[src/rtl/ws2812_pkg.sv]
// ============================================================================
//  Module   : ws2812_pkg
//  Brief    : Shared pixel width, GRB field slices and streamer FSM states.
//  Revision : 1.0
// ============================================================================
`default_nettype none

package ws2812_pkg;

    localparam int PIX_W = 24;

    // GRB word layout; G goes out first on the wire.
    localparam int G_HI = 23;
    localparam int G_LO = 16;
    localparam int R_HI = 15;
    localparam int R_LO = 8;
    localparam int B_HI = 7;
    localparam int B_LO = 0;

    typedef enum logic [1:0] {
        IDLE  = 2'd0,
        FETCH = 2'd1,
        SEND  = 2'd2
    } state_t;

    function automatic logic [PIX_W-1:0] grb_pack(
        input logic [7:0] g,
        input logic [7:0] r,
        input logic [7:0] b
    );
        logic [PIX_W-1:0] pix;
        pix              = '0;
        pix[G_HI:G_LO]   = g;
        pix[R_HI:R_LO]   = r;
        pix[B_HI:B_LO]   = b;
        return pix;
    endfunction

endpackage

`default_nettype wire

[src/rtl/ws2812_frame_streamer_if.sv]
// ============================================================================
//  Module   : ws2812_frame_streamer_if
//  Brief    : Host write port and pixel stream bundle for the frame streamer.
//  Revision : 1.0
// ============================================================================
`default_nettype none

interface ws2812_frame_streamer_if #(
    parameter int AW = 3
);
    import ws2812_pkg::*;

    logic             wr_en;
    logic [AW-1:0]    wr_addr;
    logic [PIX_W-1:0] wr_data;
    logic             commit;
    logic             commit_pending;
    logic [PIX_W-1:0] pix_data;
    logic             pix_valid;
    logic             pix_ready;
    logic             pix_last;
    logic             frame_busy;
    logic             overrun;

    // Host / encoder side.
    modport master (
        output wr_en, wr_addr, wr_data, commit, pix_ready,
        input  commit_pending, pix_data, pix_valid, pix_last, frame_busy, overrun
    );

    // Streamer side.
    modport slave (
        input  wr_en, wr_addr, wr_data, commit, pix_ready,
        output commit_pending, pix_data, pix_valid, pix_last, frame_busy, overrun
    );

endinterface

`default_nettype wire

[src/rtl/ws2812_pixel_ram.sv]
// ============================================================================
//  Module   : ws2812_pixel_ram
//  Brief    : Two-bank pixel store, host write port plus 1-cycle sync read port.
//  Revision : 1.0
// ============================================================================
`default_nettype none

module ws2812_pixel_ram
    import ws2812_pkg::*;
#(
    parameter int NUM_LEDS = 8,
    parameter int AW       = 3
) (
    input  wire logic             clk,
    input  wire logic             rst,
    input  wire logic             wr_en,
    input  wire logic             wr_bank,
    input  wire logic [AW-1:0]    wr_addr,
    input  wire logic [PIX_W-1:0] wr_data,
    input  wire logic             rd_en,
    input  wire logic             rd_bank,
    input  wire logic [AW-1:0]    rd_addr,
    output logic      [PIX_W-1:0] rd_data
);

    localparam int c_depth = 2 * NUM_LEDS;
    localparam int c_iw    = (c_depth > 1) ? $clog2(c_depth) : 1;

    logic [PIX_W-1:0] mem [0:c_depth-1];
    logic [c_iw-1:0]  w_wr_idx;
    logic [c_iw-1:0]  w_rd_idx;
    logic [PIX_W-1:0] rd_data_d;
    logic [PIX_W-1:0] rd_data_q;

    // Bank 1 sits directly above bank 0, so the store is exactly 2*NUM_LEDS deep.
    function automatic logic [c_iw-1:0] bank_index(
        input logic          bank,
        input logic [AW-1:0] a
    );
        return c_iw'(a) + (bank ? c_iw'(NUM_LEDS) : '0);
    endfunction

    assign w_wr_idx = bank_index(wr_bank, wr_addr);
    assign w_rd_idx = bank_index(rd_bank, rd_addr);

    always_ff @(posedge clk) begin
        if (wr_en) begin
            mem[w_wr_idx] <= wr_data;
        end
    end

    always_comb begin
        rd_data_d = rd_data_q;
        if (rd_en) begin
            rd_data_d = mem[w_rd_idx];
        end
    end

    // Read register holds its value between fetches, so it doubles as the pixel output.
    always_ff @(posedge clk or negedge rst) begin
        if (!rst) begin
            rd_data_q <= '0;
        end else begin
            rd_data_q <= rd_data_d;
        end
    end

    assign rd_data = rd_data_q;

endmodule

`default_nettype wire

[src/rtl/ws2812_frame_streamer.sv]
// ============================================================================
//  Module   : ws2812_frame_streamer
//  Brief    : Frame timer, double-buffered pixel store and valid/ready pixel feed.
//  Revision : 1.0
// ============================================================================
`default_nettype none

module ws2812_frame_streamer
    import ws2812_pkg::*;
#(
    parameter int NUM_LEDS = 8,
    parameter int AW       = 3,
    parameter int TICK_DIV = 833333
) (
    input  wire logic              clk,
    input  wire logic              rst,
    ws2812_frame_streamer_if.slave bus
);

    localparam int                c_tw        = (TICK_DIV > 1) ? $clog2(TICK_DIV) : 1;
    localparam int                c_aw1       = AW + 1;
    localparam logic [c_tw-1:0]   c_tick_max  = c_tw'(TICK_DIV - 1);
    localparam logic [c_aw1-1:0]  c_num_leds  = c_aw1'(NUM_LEDS);
    localparam logic [c_aw1-1:0]  c_last_addr = c_aw1'(NUM_LEDS - 1);

    logic [c_tw-1:0]  count_q, count_d;
    state_t           state_q, state_d;
    logic             front_sel_q, front_sel_d;
    logic             commit_pending_q, commit_pending_d;
    logic [AW-1:0]    addr_q, addr_d;
    logic             frame_busy_q, frame_busy_d;
    logic             pix_valid_q, pix_valid_d;
    logic             pix_last_q, pix_last_d;

    logic             w_tick;
    logic             w_start;
    logic             w_handshake;
    logic             w_wr_ok;
    logic             w_rd_en;
    logic [PIX_W-1:0] w_rd_data;

    assign w_tick      = (count_q == c_tick_max);
    assign w_start     = w_tick && (state_q == IDLE);
    assign w_handshake = pix_valid_q && bus.pix_ready;
    assign w_wr_ok     = bus.wr_en && ({1'b0, bus.wr_addr} < c_num_leds);
    assign w_rd_en     = (state_q == FETCH);

    always_comb begin
        count_d          = w_tick ? '0 : count_q + 1'b1;
        front_sel_d      = front_sel_q;
        commit_pending_d = commit_pending_q;

        // A commit arriving on the swap tick itself is latched for the next frame.
        if (w_start && commit_pending_q) begin
            front_sel_d      = ~front_sel_q;
            commit_pending_d = 1'b0;
        end else if (bus.commit) begin
            commit_pending_d = 1'b1;
        end
    end

    always_comb begin
        state_d      = state_q;
        addr_d       = addr_q;
        frame_busy_d = frame_busy_q;
        pix_valid_d  = pix_valid_q;
        pix_last_d   = pix_last_q;

        case (state_q)
            IDLE: begin
                if (w_tick) begin
                    addr_d       = '0;
                    frame_busy_d = 1'b1;
                    state_d      = FETCH;
                end
            end
            FETCH: begin
                pix_valid_d = 1'b1;
                pix_last_d  = ({1'b0, addr_q} == c_last_addr);
                state_d     = SEND;
            end
            SEND: begin
                if (w_handshake) begin
                    pix_valid_d = 1'b0;
                    pix_last_d  = 1'b0;
                    if (pix_last_q) begin
                        frame_busy_d = 1'b0;
                        state_d      = IDLE;
                    end else begin
                        addr_d  = addr_q + 1'b1;
                        state_d = FETCH;
                    end
                end
            end
            default: begin
                state_d = IDLE;
            end
        endcase
    end

    always_ff @(posedge clk or negedge rst) begin
        if (!rst) begin
            count_q          <= '0;
            state_q          <= IDLE;
            front_sel_q      <= 1'b0;
            commit_pending_q <= 1'b0;
            addr_q           <= '0;
            frame_busy_q     <= 1'b0;
            pix_valid_q      <= 1'b0;
            pix_last_q       <= 1'b0;
        end else begin
            count_q          <= count_d;
            state_q          <= state_d;
            front_sel_q      <= front_sel_d;
            commit_pending_q <= commit_pending_d;
            addr_q           <= addr_d;
            frame_busy_q     <= frame_busy_d;
            pix_valid_q      <= pix_valid_d;
            pix_last_q       <= pix_last_d;
        end
    end

    // Host always writes the bank that is not being streamed.
    ws2812_pixel_ram #(
        .NUM_LEDS (NUM_LEDS),
        .AW       (AW)
    ) u_ram (
        .clk     (clk),
        .rst     (rst),
        .wr_en   (w_wr_ok),
        .wr_bank (~front_sel_q),
        .wr_addr (bus.wr_addr),
        .wr_data (bus.wr_data),
        .rd_en   (w_rd_en),
        .rd_bank (front_sel_q),
        .rd_addr (addr_q),
        .rd_data (w_rd_data)
    );

    assign bus.pix_data       = w_rd_data;
    assign bus.pix_valid      = pix_valid_q;
    assign bus.pix_last       = pix_last_q;
    assign bus.frame_busy     = frame_busy_q;
    assign bus.commit_pending = commit_pending_q;
    assign bus.overrun        = w_tick && (state_q != IDLE);

endmodule

`default_nettype wire

[src/flat_wrapper.sv]
// flat-port wrapper written by rule: the top's interface ports become plain ports
module ws2812_frame_streamer_flat import ws2812_pkg::*;
#(
    parameter int NUM_LEDS = 8,
    parameter int AW       = 3,
    parameter int TICK_DIV = 833333
)
  (clk, rst, bus_wr_en, bus_wr_addr, bus_wr_data, bus_commit, bus_pix_ready, bus_commit_pending, bus_pix_data, bus_pix_valid, bus_pix_last, bus_frame_busy, bus_overrun);
  ws2812_frame_streamer_if #(.AW(AW)) bus_i ();
  input  wire logic clk;
  input  wire logic rst;
  input wire logic [$bits(bus_i.wr_en)-1:0] bus_wr_en;
  input wire logic [$bits(bus_i.wr_addr)-1:0] bus_wr_addr;
  input wire logic [$bits(bus_i.wr_data)-1:0] bus_wr_data;
  input wire logic [$bits(bus_i.commit)-1:0] bus_commit;
  input wire logic [$bits(bus_i.pix_ready)-1:0] bus_pix_ready;
  output wire logic [$bits(bus_i.commit_pending)-1:0] bus_commit_pending;
  output wire logic [$bits(bus_i.pix_data)-1:0] bus_pix_data;
  output wire logic [$bits(bus_i.pix_valid)-1:0] bus_pix_valid;
  output wire logic [$bits(bus_i.pix_last)-1:0] bus_pix_last;
  output wire logic [$bits(bus_i.frame_busy)-1:0] bus_frame_busy;
  output wire logic [$bits(bus_i.overrun)-1:0] bus_overrun;
  assign bus_i.wr_en = bus_wr_en;
  assign bus_i.wr_addr = bus_wr_addr;
  assign bus_i.wr_data = bus_wr_data;
  assign bus_i.commit = bus_commit;
  assign bus_i.pix_ready = bus_pix_ready;
  assign bus_commit_pending = bus_i.commit_pending;
  assign bus_pix_data = bus_i.pix_data;
  assign bus_pix_valid = bus_i.pix_valid;
  assign bus_pix_last = bus_i.pix_last;
  assign bus_frame_busy = bus_i.frame_busy;
  assign bus_overrun = bus_i.overrun;
  ws2812_frame_streamer #(.NUM_LEDS(NUM_LEDS), .AW(AW), .TICK_DIV(TICK_DIV)) u_core (.clk(clk), .rst(rst), .bus(bus_i));
endmodule
[config.mk]
export PLATFORM = sky130hd
export DESIGN_NAME = ws2812_frame_streamer_flat
export DESIGN_NICKNAME = d
export VERILOG_FILES = /design/src/rtl/ws2812_pkg.sv /design/src/rtl/ws2812_frame_streamer_if.sv /design/src/rtl/ws2812_pixel_ram.sv /design/src/rtl/ws2812_frame_streamer.sv /design/src/flat_wrapper.sv
export SDC_FILE = /design/constraint.sdc
export NUM_CORES = 1
export LEC_CHECK = 0
export ABC_AREA = 1
export CORE_ASPECT_RATIO = 0.75
export CORE_MARGIN = 5
export CORE_UTILIZATION = 60
export CTS_CLUSTER_SIZE = 40
export DETAILED_ROUTE_END_ITERATION = 7
export HOLD_SLACK_MARGIN = 0.02
export PLACE_DENSITY = 0.79
export SYNTH_ARGS = -nofsm -noshare
export SYNTH_HDL_FRONTEND = slang
export SYNTH_SLANG_ARGS = --single-unit
[constraint.sdc]
create_clock -name clk -period 3.65 [get_ports clk]
set_clock_uncertainty 0.05 [all_clocks]
set_input_delay 0.73 -clock clk [delete_from_list [all_inputs] [get_ports clk]]
set_output_delay 0.73 -clock clk [all_outputs]
set_load 0.02 [all_outputs]
==> results.md, run 1 <==
* Synth top area cells: edfxtp_1 (64%), nand2_1 (13%), nand3_1 (8.4%)
* Met1 WL at 16.8 mm
* Synth area leader: edfxtp_1
* Clk sinks at 438
* Core Area at 0.0299 mm2
* TritonCTS buffer count at 41
* Number of synthesized flops with an enable pin at 384
* Global route overflow at 0
* CTS tree: built
* Post-synthesis sequential area ratio at 0.712
* Critical setup path kind: flop to output port
* RSZ-0062 raised after global routing: false
* Vias in the first global route at 11,900
* Layout Cells excl Fill at 2,073
* Tot Pwr at 10,100 uW
* Antenna Nets Post-Route at 0
* Leakage at 0.00765 uW
* Fin nets at 1,677
* Asr flop ratio synth at 0.123
* DR vias at 12,000
* CP Max Fanout at 10
* Starting DRT DRC Count at 1,200
* H-tree depth at 2
* Avg WL per Cell at 20.2 um
* Pwr Density at 496 mW/mm2
* Hold buffer count at cts at 0
* Final Hold Viols at 0
* Area growth from synthesis to layout at 12.5%
* Hold/Removal Path Class: primary input to asynchronous set/reset pin
* Status: finished clean
* Routability cong. at 0.882
* Final-report max-slew violation count at 0
* 1st-pass router iterations at 5
* Post-synth top cells: nand2_1 (629), edfxtp_1 (384), nand3_1 (305)
* Max cap viols at 0
* WL met2 at 20.0 mm
* CP endpoint kind: output port
* Drt drc at 0
* Die Area at 0.0338 mm2
* Worst slack, placed at 759 ps
* GRT Total Usage at 0.252
* Die Height at 160 um
* Initial antenna violation count at 0
* Horiz. Die Dim at 210 um
* Top-area cell type share of the netlist area at 0.638
* Yosys reg bits at 438
* Syn Inst Count at 1,598
* Clk root buf: clkbuf_16
* Reg clk slew, reported paths at 60 ps
* Setup Total Neg Slack at 0 ps
* Max Clk Rate at 290 MHz
* First-pass GRT wire length at 66.5 mm
* CP required at 2870 ps
* Minimum clock period at 3450 ps
* Largest net degree at the start of global routing at 195
* # diodes at 0
* Synthesis Warnings at 0
* Final core occ at 0.680
* Placed cells at 1,997
* Clk buf depth at 3
* Detail Placement HPWL at 22.9 mm
* Relative slew slack at 0.235
* Most common cell in the netlist: nand2_1
* Ys flop type: edfxtp_1
* Worst Path Arrival at 2670 ps
* Worst slew pin tran at 1150 ps
* Top-Level Pins at 61
* Starting density of the core at 0.604
* Routed WL at 41.9 mm
* Avg Inst Size Synth at 11.3 um2
* Top sig layer: met4
* Routed wire length on met3 at 3.90 mm
* Drt via density at 5.79
* Worst-Skew Late Latency at 560 ps
* CP Launch Type: flop
* Post-synthesis cell area at 0.0181 mm2
* Setup bufs post-CTS at 0
* Synth unique cells at 35
* Share of cells above drive strength 1 at 0.0705
* Mapped Nets at 1,634
* Setup violators final at 0
* Cts repair resizes at 0
* # fillers at 2,109
* PnR worst setup slack at 204 ps
* Worst IR Drop VDD at 0.000421 V
* Rows at 55
* I/O Buffers at 60
* Post-route clock period utilization at 0.944
flip-flops by register name (all words and copies together) (netlist names):
name,count
u_core.front_sel_q,1
u_core.bus.pix_valid,1
u_core.bus.frame_busy,1
u_core.u_ram.rd_data,24
u_core.u_ram.mem,384
u_core.count_q,20
u_core.state_q,2
u_core.bus.commit_pending,1
u_core.bus.pix_last,1
u_core.addr_q,3
logic make-up (layout without fill, tap and decap cells):
kind of cell / after synthesis / after routing / synth area share
AOI/OAI and AO/OA: 8 / 8 / 0.00277
adders and majority gates: 4 / 4 / 0.00277
and+or+nand+nor: 1016 / 1016 / 0.237
DFF: 438 / 438 / 0.712
buffers and inverters: 123 / 199 / 0.0411
xor gates and xnor gates: 9 / 9 / 0.00436
cells in the final DEF (no fill, tap or decap), types with 2 or more instances in the layout:
master / count
nand3_2: 2
buf_4: 18
bufinv_16: 6
ha_1: 4
clkdlybuf4s50_1: 59
inv_2: 5
nand2_1: 629
dfrtp_1: 51
clkbuf_1: 14
nor3b_1: 2
buf_12: 6
nand3_1: 305
nor2_1: 39
xnor2_1: 5
clkinv_2: 4
nor2_2: 3
inv_1: 32
xor2_1: 4
nand4_1: 5
nand2_2: 2
nor2_4: 18
edfxtp_1: 384
o21ai_0: 2
clkinv_1: 7
clkbuf_16: 43
dfrtp_4: 2
nor3_1: 8
stage by stage:
stage          instance area (um2)  hold WS (ps)
2_1_floorplan                18100           384
3_3_place_gp                 19000           411
3_5_place_dp                 19000           415
4_1_cts                      20400           360
5_1_grt                      20400           422
6_report                     20400           321
critical path, stage by stage (launching register included):
cell and delay, ps:
dfrtp_1 450, inv_1 110, ha_1 180, nand2_1 60
nor2_1 100, nand3_1 120, nor2_4 290, inv_2 90
nor2_1 110, clkdlybuf4s50_1 610
power by group:
group          switching, uW  internal [uW]  leakage [uW]
combinational            136           46.4       0.00280
sequential              9.45           5500       0.00418
clock                   1800           2610      0.000668
total                   1940           8160       0.00765
layer usage:
metal / vias to the layer above / global-route usage
met3: 81 / 0.0422
met2: 618 / 0.403
li1: 5558 / -
met1: 5744 / 0.358
met5: - / 0
met4: 0 / 0.0863
path summary, 6_finish.rpt:
path / startpoint / slack [ps] / to / cells after the start
max: u_core.count_q[0] / 200 / bus_overrun / 9
min: rst / 320 / u_core.count_q[7] / 1
max reg2reg: u_core.front_sel_q / 1340 / u_core.u_ram.mem[11][13] / 5
min reg2reg: u_core.u_ram.rd_data[19] / 430 / u_core.u_ram.rd_data[19] / 2
max in group asynchronous: rst / 2460 / u_core.addr_q[0] / 2
min in group clk: u_core.u_ram.rd_data[19] / 430 / u_core.u_ram.rd_data[19] / 2
layout make-up:
cell class,count,area [um2],share of cell area
multi-input cells,1037,4580,0.225
repair buffers,84,851,0.0418
clock inverters,18,239,0.0117
clock buffers,58,1140,0.0561
well taps,399,499,0.0245
inverters,39,149,0.00732
flip-flops and latches,438,12900,0.633
Note: power is estimated with default switching activity, not from simulation.
==> inputs of run 2 (changes only) <==
GPL_ROUTABILITY_DRIVEN = 0   (was default)
==> run 2 against run 1 <==
Combinational power hardly changed. Cell count hardly changed. Setup slack better by 30 ps. Critical path depth stayed put. Worst hold slack worse by 37 ps. Clock power is 6.3% lower. Via count hardly changed. Largest power group unchanged.
==> results.md, run 2 (same netlist as run 1, synthesis figures left out) <==
* Top-Level Pins at 61 (unchanged)
* I/O Buffers at 60 (unchanged)
* Routed WL at 41.2 mm (-1.7%)
* Max Clk Rate at 293 MHz (+0.89%)
* Clk buf depth at 3 (unchanged)
* Drt drc at 0 (unchanged)
* # fillers at 2,099 (-0.47%)
* CP endpoint kind: output port
* Max FFs per register at 384 (unchanged)
* Hold/Removal Path Class: primary input to asynchronous set/reset pin
* Worst Path Arrival at 2640 ps (-30 ps)
* Horiz. Die Dim at 210 um (unchanged)
* 1st-pass router iterations at 6 (+1)
* Largest net degree at the start of global routing at 195 (unchanged)
* DR vias at 12,000 (-0.067%)
* Starting density of the core at 0.604 (unchanged)
* Final Hold Viols at 0 (unchanged)
* Clk root buf: clkbuf_16
* Global route overflow at 0 (unchanged)
* CTS tree: built
* Final-report max-slew violation count at 0 (unchanged)
* Core Area at 0.0299 mm2 (unchanged)
* Internal at 7880 uW (-3.5%)
* Antenna Nets Post-Route at 0 (unchanged)
* Minimum clock period at 3420 ps (-30.2 ps)
* Pwr Density at 484 mW/mm2 (-2.4%)
* Relative slew slack at 0.223 (-0.0117)
* Gate power share at 0.018 (about the same)
* Initial antenna violation count at 0 (unchanged)
* Reg clk slew, reported paths at 60 ps (about the same)
* Avg WL per Cell at 19.9 um (-1.7%)
* TritonCTS buffer count at 41 (unchanged)
* Vias in the first global route at 11,700 (-1.5%)
* Status: finished clean
* Starting DRT DRC Count at 1,458 (+22%)
* Worst-Skew Late Latency at 540 ps (-20 ps)
* Fin nets at 1,679 (+0.12%)
* Reg2reg path depth at 9 (+4)
* Hold Slack at 283 ps (-37.5 ps)
* Worst IR Drop VDD at 0.000565 V (+34%)
* Most common cell after layout, fill and taps aside: nand2_1
* NetSw at 1940 uW (-0.32%)
* Setup violators final at 0 (unchanged)
* Hold buffer count at cts at 0 (unchanged)
* Die Height at 160 um (unchanged)
* Clk sinks at 438 (unchanged)
* Post-route clock period utilization at 0.936 (-0.00829)
* Layout Cells excl Fill at 2,074 (+0.048%)
* Critical setup path kind: flop to output port
* Setup Total Neg Slack at 0 ps (unchanged)
* Worst slew pin tran at 1160 ps (+17.6 ps)
* Placed cells at 1,994 (-0.15%)
* GRT Total Usage at 0.245 (-0.00724)
* Area growth from synthesis to layout at 12.1%
* # diodes at 0 (unchanged)
* CP required at 2870 ps (about the same)
* Share of cells above drive strength 1 at 0.0728 (+0.00235)
* Drt via density at 5.78 (-0.11%)
* CP Max Fanout at 7 (-3)
* Detail Placement HPWL at 22.3 mm (-2.6%)
* First-pass GRT wire length at 64.8 mm (-2.5%)
* Reg power frac at 0.561 (+0.016)
* R2r setup slk at 1070 ps (-270 ps)
* Die Area at 0.0338 mm2 (unchanged)
* Rows at 55 (unchanged)
* Max cap viols at 0 (unchanged)
* CP Launch Type: flop
* Net Sw Frac at 0.197 (+0.00501)
* Reg with most FFs: u_core.u_ram.mem
* H-tree depth at 2 (unchanged)
* Clock power frac at 0.421 (-0.016)
* RSZ-0062 raised after global routing: false
* Leakage at 0.00761 uW (-0.46%)
* Commonest non-fill, non-tap cells in the layout: nand2_1 (629), edfxtp_1 (384), nand3_1 (305)
## run 2: cell count changes in the layout (fill, tap and decap cells not counted)
cell        change
bufinv_16       -4
buf_4           +3
clkbuf_1        -2
clkinv_2        +2
clkinv_4        +2
clkinvlp_4      +2
buf_12          -1
clkinv_1        -1
## run 2: repair_timing
item / in CTS / in global routing
endpoints found under the setup margin: 0 / 1
resized for setup: 0 / 0
endpoints found under the hold margin: 0 / 0
buffers inserted: 0 / 5
## run 2: per-stage QoR
step | worst slack (ps) | utilization | area [um2] | power [uW]
2_1_floorplan | 1210 | - | 18100 | 5650
3_3_place_gp | 778 | 0.633 | 18900 | 5780
3_5_place_dp | 718 | 0.633 | 18900 | 5790
4_1_cts | 158 | 0.676 | 20200 | 9860
5_1_grt | 14.7 | 0.677 | 20300 | 10100
6_report | 234 | 0.677 | 20300 | 9810
## run 2: power groups by stage
stage / clock (uW) / combinational (uW) / sequential (uW)
floorplan: 0 / 35.0 / 5610
global placement: 0 / 172 / 5610
detailed placement: 0 / 180 / 5610
CTS: 4170 / 181 / 5510
global route: 4380 / 195 / 5510
finish: 4130 / 179 / 5510
## run 2: worst max-delay path, cell delays in order, from the launching register on
cell and delay (ps):
dfrtp_1 450, inv_1 120, ha_1 190, nand2_1 70
nor2_1 120, nand3_1 130, nor2_4 240, inv_2 80
nor2_1 80, clkdlybuf4s50_1 620
## run 2: per-layer routing
layer	global-route usage	wire length, um	vias to the layer above	part of all wire
met2	0.393	19500	567	0.47
li1	-	-	5563	-
met3	0.0404	3600	70	0.087
met4	0.0704	916	0	0.022
met1	0.353	17200	5793	0.42
met5	0	0	-	0
## run 2: path summary, 6_finish.rpt
| kind | startpoint | end |
|---|---|---|
| setup / recovery | u_core.count_q[0] | bus_overrun |
| hold / removal | rst | u_core.count_q[12] |
| setup reg to reg | u_core.addr_q[1] | u_core.u_ram.rd_data[2] |
| hold reg to reg | u_core.u_ram.rd_data[3] | u_core.u_ram.rd_data[3] |
| max in group asynchronous | rst | u_core.addr_q[0] |
| min in group clk | u_core.u_ram.rd_data[3] | u_core.u_ram.rd_data[3] |
## run 2: layout make-up
class,count,area [um2],area share
Clock buffer,56,1130,0.0560
Clock inverter,19,158,0.00778
Inverter,39,149,0.00735
Multi-Input combinational cell,1037,4580,0.226
Sequential cell,438,12900,0.636
Tap cell,399,499,0.0246
Timing Repair Buffer,86,853,0.0421
